===== src/rtl/guess_entry.sv =====
// Guess entry and attempt tracking for the code-check initiator.
// Assembles a four-digit hex guess, sends it, and scores the comparator's reply.
module guess_entry #(
  parameter int unsigned MAX_ATTEMPTS   = 8,
  parameter int unsigned RESULT_TIMEOUT = 15
) (
  input  logic        clk,
  input  logic        rst,
  input  logic [3:0]  digit_in,
  input  logic        digit_valid,
  input  logic        backspace,
  input  logic        submit,
  input  logic [2:0]  num_correct,
  input  logic        correct,
  input  logic        result_valid,
  output logic [15:0] my_input,
  output logic        send,
  output logic [2:0]  digit_count,
  output logic [3:0]  attempts_left,
  output logic [2:0]  last_score,
  output logic        busy,
  output logic        timeout_err,
  output logic        defused,
  output logic        exploded
);

  localparam int unsigned GW  = 16;
  localparam int unsigned CW  = 3;
  localparam int unsigned AW  = 4;
  localparam int unsigned SW  = 3;
  localparam int unsigned WCW = 8;

  typedef enum logic [2:0] {
    S_ENTRY,
    S_SEND,
    S_WAIT,
    S_DEFUSED,
    S_EXPLODED
  } state_t;

  state_t          state_q, state_d;
  logic [GW-1:0]   guess_q, guess_d;
  logic [CW-1:0]   count_q, count_d;
  logic [AW-1:0]   attempts_q, attempts_d;
  logic [SW-1:0]   score_q, score_d;
  logic [WCW-1:0]  wait_cnt_q, wait_cnt_d;
  logic            send_q, send_d;
  logic            busy_q, busy_d;
  logic            timeout_q, timeout_d;
  logic            defused_q, defused_d;
  logic            exploded_q, exploded_d;

  // State and registered outputs
  always_ff @(posedge clk) begin
    if (rst) begin
      state_q    <= S_ENTRY;
      guess_q    <= '0;
      count_q    <= '0;
      attempts_q <= AW'(MAX_ATTEMPTS);
      score_q    <= '0;
      wait_cnt_q <= '0;
      send_q     <= 1'b0;
      busy_q     <= 1'b0;
      timeout_q  <= 1'b0;
      defused_q  <= 1'b0;
      exploded_q <= 1'b0;
    end else begin
      state_q    <= state_d;
      guess_q    <= guess_d;
      count_q    <= count_d;
      attempts_q <= attempts_d;
      score_q    <= score_d;
      wait_cnt_q <= wait_cnt_d;
      send_q     <= send_d;
      busy_q     <= busy_d;
      timeout_q  <= timeout_d;
      defused_q  <= defused_d;
      exploded_q <= exploded_d;
    end
  end

  // Next-state and next-output logic
  always_comb begin
    state_d    = state_q;
    guess_d    = guess_q;
    count_d    = count_q;
    attempts_d = attempts_q;
    score_d    = score_q;
    wait_cnt_d = wait_cnt_q;
    timeout_d  = 1'b0;

    case (state_q)
      S_ENTRY: begin
        // submit beats backspace beats digit; a backspace on an empty guess still eats the digit
        if (submit && count_q == CW'(4)) begin
          state_d = S_SEND;
        end else if (backspace) begin
          if (count_q != '0) begin
            guess_d = {4'h0, guess_q[15:4]};
            count_d = count_q - CW'(1);
          end
        end else if (digit_valid && count_q != CW'(4)) begin
          guess_d = {guess_q[11:0], digit_in};
          count_d = count_q + CW'(1);
        end
      end
      S_SEND: begin
        state_d    = S_WAIT;
        wait_cnt_d = '0;
      end
      S_WAIT: begin
        if (result_valid) begin
          score_d    = num_correct;
          attempts_d = attempts_q - AW'(1);
          if (correct || num_correct == SW'(4)) begin
            state_d = S_DEFUSED;
          end else if (attempts_q == AW'(1)) begin
            state_d = S_EXPLODED;
          end else begin
            state_d = S_ENTRY;
            guess_d = '0;
            count_d = '0;
          end
        end else if (wait_cnt_q == WCW'(RESULT_TIMEOUT - 1)) begin
          state_d   = S_ENTRY;
          timeout_d = 1'b1;
        end else begin
          wait_cnt_d = wait_cnt_q + WCW'(1);
        end
      end
      S_DEFUSED, S_EXPLODED: begin
        state_d = state_q;
      end
      default: begin
        state_d = S_ENTRY;
      end
    endcase

    send_d     = (state_d == S_SEND);
    busy_d     = (state_d == S_SEND) || (state_d == S_WAIT);
    defused_d  = (state_d == S_DEFUSED);
    exploded_d = (state_d == S_EXPLODED);
  end

  assign my_input      = guess_q;
  assign send          = send_q;
  assign digit_count   = count_q;
  assign attempts_left = attempts_q;
  assign last_score    = score_q;
  assign busy          = busy_q;
  assign timeout_err   = timeout_q;
  assign defused       = defused_q;
  assign exploded      = exploded_q;

endmodule


===== config.mk =====
export PLATFORM = sky130hd
export DESIGN_NAME = guess_entry
export DESIGN_NICKNAME = d
export VERILOG_FILES = /design/src/rtl/guess_entry.sv
export SDC_FILE = /design/constraint.sdc
export NUM_CORES = 1
export LEC_CHECK = 0
export CORE_MARGIN = 4
export CORE_UTILIZATION = 30
export DETAILED_ROUTE_END_ITERATION = 6
export PLACE_DENSITY = 0.53
export SYNTH_ARGS = -nofsm -noshare
export SYNTH_HDL_FRONTEND = slang
export SYNTH_SLANG_ARGS = --single-unit

===== constraint.sdc =====
create_clock -name clk -period 2.2 [get_ports clk]
set_input_delay 0.22 -clock clk [delete_from_list [all_inputs] [get_ports clk]]
set_output_delay 0.22 -clock clk [all_outputs]
set_load 0.1 [all_outputs]

==> reports/summary.txt <==
ROUTING
----------------------------------------------------------------------------------------
Total Routed Length                                                              4680 um
Vias per inst                                                                       4.94
Vias after detailed routing                                                        1,674
Starting DRT DRC Count                                                                61
Post-detailed-route count of antenna-violating nets                                    0
Average wire per cell in the routed design                                       13.8 um
DRC viols                                                                              0
1st-pass router iterations                                                             4

WORST SETUP PATH
----------------------------------------------------------------------------------------
Worst Path Max Fanout                                                                 12
Crit Path Category                                                            reg -> reg
WP data required                                                                 2.43 ns
Worst endpoint data arrival time                                                 2.08 ns
R2R setup slack                                                                  0.35 ns
Critical Path Sink Type                                                        flip-flop
Startpoint kind of the worst setup timing path                                 flip-flop

STA
----------------------------------------------------------------------------------------
Worst-case headroom to the max-slew limit                                          69.5%
Slew at the pin closest to its max-slew limit                                   0.454 ns
Tightest hold margin                                                            0.461 ns
Maximum frequency from static timing analysis                                  0.542 GHz
Setup tns final                                                                     0 ns
Shortest period the worst path allows                                            1.85 ns
RSZ-0062 raised after global routing                                                  no
Final-report max-slew violation count                                                  0
Endpoints failing hold                                                                 0
Portion of the clock cycle consumed by the worst path in the final layout          83.9%
Number of setup violations in the final report                                         0
Setup Skew                                                                    0.00589 ns

LOGIC SYNTHESIS
----------------------------------------------------------------------------------------
Post-synthesis adder-cell area fraction                                            3.57%
FF+latch count, synth                                                                 42
Sequential-to-total area share from yosys stat                                     42.8%
Yosys top cell area share                                                          42.8%
Cell variety after synth                                                              49
Dominant combinational cell family by area after synthesis                  simple AND/OR/NAND/NOR gates
Synth area leader                                                                dfxtp_1
Post-synth ARST share                                                                 0%
Post-Synth XOR/XNOR Area                                                           1.34%
Post-Syn Area per Cell                                                          9.31 um2
Post-synth net total                                                                 230
Area contributors post-synth                                                dfxtp_1, mux2i_1, nand2_1
Yosys synthesis warning count                                                          0
Post-synth EDFFs                                                                       0
Multiplexer share of the synthesized area                                          11.8%
Post-Synth Simple-Gate Area                                                        21.1%
Area fraction in compound gates after synthesis                                    15.5%
Cell Area, Synth                                                                1960 um2
Number of instances in the synthesized netlist                                       211
Most used flip-flop cell after synthesis                                         dfxtp_1

HOLD PATH
----------------------------------------------------------------------------------------
Hold WC Path Type                                                             reg -> reg

FLOORPLAN
----------------------------------------------------------------------------------------
Die Y                                                                            88.9 um
Top-level port count                                                                  45
Floorplan Core Area                                                             6350 um2
Initial standard-cell utilization of the core                                      30.9%
Die Footprint                                                                   7910 um2
Die X                                                                            88.9 um
Site row count                                                                        29

CLOCKING
----------------------------------------------------------------------------------------
Clock latency of the later-clocked register in the worst-skew pair               0.30 ns
CTS Root Cell                                                                   clkbuf_8
Buffer levels on the longest clock path                                                2
Clk sink count                                                                        42
Clock buffers created by TritonCTS                                                     5
Cts-stage hold buffer count                                                            0
Depth of the CTS H-tree                                                                2
CTS tree                                                                           built
Clk slew on worst S/H paths                                                      0.09 ns

PLACE
----------------------------------------------------------------------------------------
Area after detailed placement                                                   2450 um2
Count of input and output buffers                                                     44
Final weighted congestion in routability-driven placement                          0.705
HPWL Detailed                                                                    3400 um
Cell count after placement                                                           331

FINISH
----------------------------------------------------------------------------------------
Final non-filler cell total                                                          339
Final Cell Area                                                                 2540 um2
Share of cells above drive strength 1                                              21.8%
Final net count                                                                      280
Antenna fix cells                                                                      0
Area delta synth->final                                                            29.5%

GLOBAL ROUTING
----------------------------------------------------------------------------------------
Maximum number of pins on one net before global-route repair                          24
Number of antenna violations at the first check in global routing                      0
Vias in the first global route                                                     1,582
Overall global routing resource usage                                              12.5%
Overall overflow remaining after global route                                          0
Global-route wire length before repair                                           7710 um

POWER AND IR DROP
----------------------------------------------------------------------------------------
Static Leakage                                                                   1.01 nW
Design Power                                                                   0.00232 W
Power density of the placed cells                                             910 nW/um2
Worst voltage drop across the vdd grid                                          0.611 mV

JOB
----------------------------------------------------------------------------------------
Maximum Capacitance Violations                                                         0

OUTCOME
----------------------------------------------------------------------------------------
Status                                                                      finished, final reports clean

metal layers:
layer  wire, um  vias up  GRT usage [%]
met5          0        -              0
met4         57        0           5.08
met3        329        5           3.41
met2       1960       52           17.7
met1       2330      758           17.8
li1           -      859              -
Yosys cell counts, types with 3 or more instances:
cell,count
dfxtp_1,42
nand3_1,4
o21a_1,3
clkbuf_1,5
a21oi_1,14
nor3b_1,4
mux2i_1,22
buf_2,3
or3_1,7
nor2_1,11
nor3_1,6
inv_1,4
o2bb2ai_1,12
nand2_1,29
ha_1,4
sequential cells by signal, summed over array words and instances, names as in the netlist:
register       count
wait_cnt_q         8
send               1
defused            1
digit_count        3
timeout_err        1
busy               1
exploded           1
last_score         3
attempts_left      4
state_q            3
my_input          16
stage by stage:
step	setup slack [ns]	utilization, %
6_report	0.354	40.1
3_5_place_dp	0.0591	38.6
4_1_cts	0.144	40.0
5_1_grt	0.129	40.1
3_3_place_gp	0.122	38.6
2_1_floorplan	0.0101	-
layout by cell type, fill, tap and decap left out, types with 2 or more instances in the layout:
cell type        instances
mux2i_1                 22
buf_4                   42
o21ai_1                  2
clkdlybuf4s50_1         13
clkbuf_8                 5
a31oi_1                  2
xnor2_1                  2
or3_1                    7
nand3_1                  4
inv_1                    4
nand2b_1                 2
o2bb2ai_1               12
nor3b_1                  4
nand2_1                 29
a21oi_1                 14
ha_1                     4
nor3_1                   5
dfxtp_2                  2
and3_1                   2
nor4_1                   2
nor2_1                  11
o21a_1                   3
dfxtp_1                 40
power by group:
| group | leakage [nW] | internal (W) | total [W] | switching [W] |
|---|---|---|---|---|
| sequential | 0.340 | 0.000820 | 0.000896 | 0.0000768 |
| combinational | 0.626 | 0.000274 | 0.000912 | 0.000639 |
| clock | 0.0441 | 0.000223 | 0.000506 | 0.000283 |
worst max-delay path: stages (launching register included):
cell and delay [ns]:
dfxtp_2 0.34, inv_1 0.07, ha_1 0.13, nor3b_1 0.34, nor4_1 0.11, buf_4 0.16
nor3_2 0.24, buf_4 0.26, o2bb2ai_1 0.12
final timing paths:
kind / from / end / cells after the start
worst max-delay path: attempts_left[1] / my_input[9] / 8
worst min-delay path: last_score[2] / last_score[2] / 2
worst max register to register: attempts_left[1] / my_input[9] / 8
worst min register to register: last_score[2] / last_score[2] / 2
area by class of cell:
class                      instances  area [um2]
tap                               77        96.3
clock inverter                     3        21.3
inverter                           4        15.0
multi-input combinational        153        1050
timing repair buffer              55         445
clock buffer                       5        68.8
sequential                        42         843
fill                             640        3810
cells by family after synthesis:
logic type | after synthesis
AO/OA/AOI/OAI | 43
XOR/XNOR | 3
adder cells (fa/ha/maj) | 5
buffers and inverters | 16
flip-flops | 42
multiplexers | 23
AND/OR/NAND/NOR | 79
repair_timing:
action / 4_1_cts / 5_1_grt
resized for setup: 0 / 1
setup buffers: 0 / 0
endpoints found under the setup margin: 0 / 12
No activity file was read; power rests on OpenSTA's default activity.
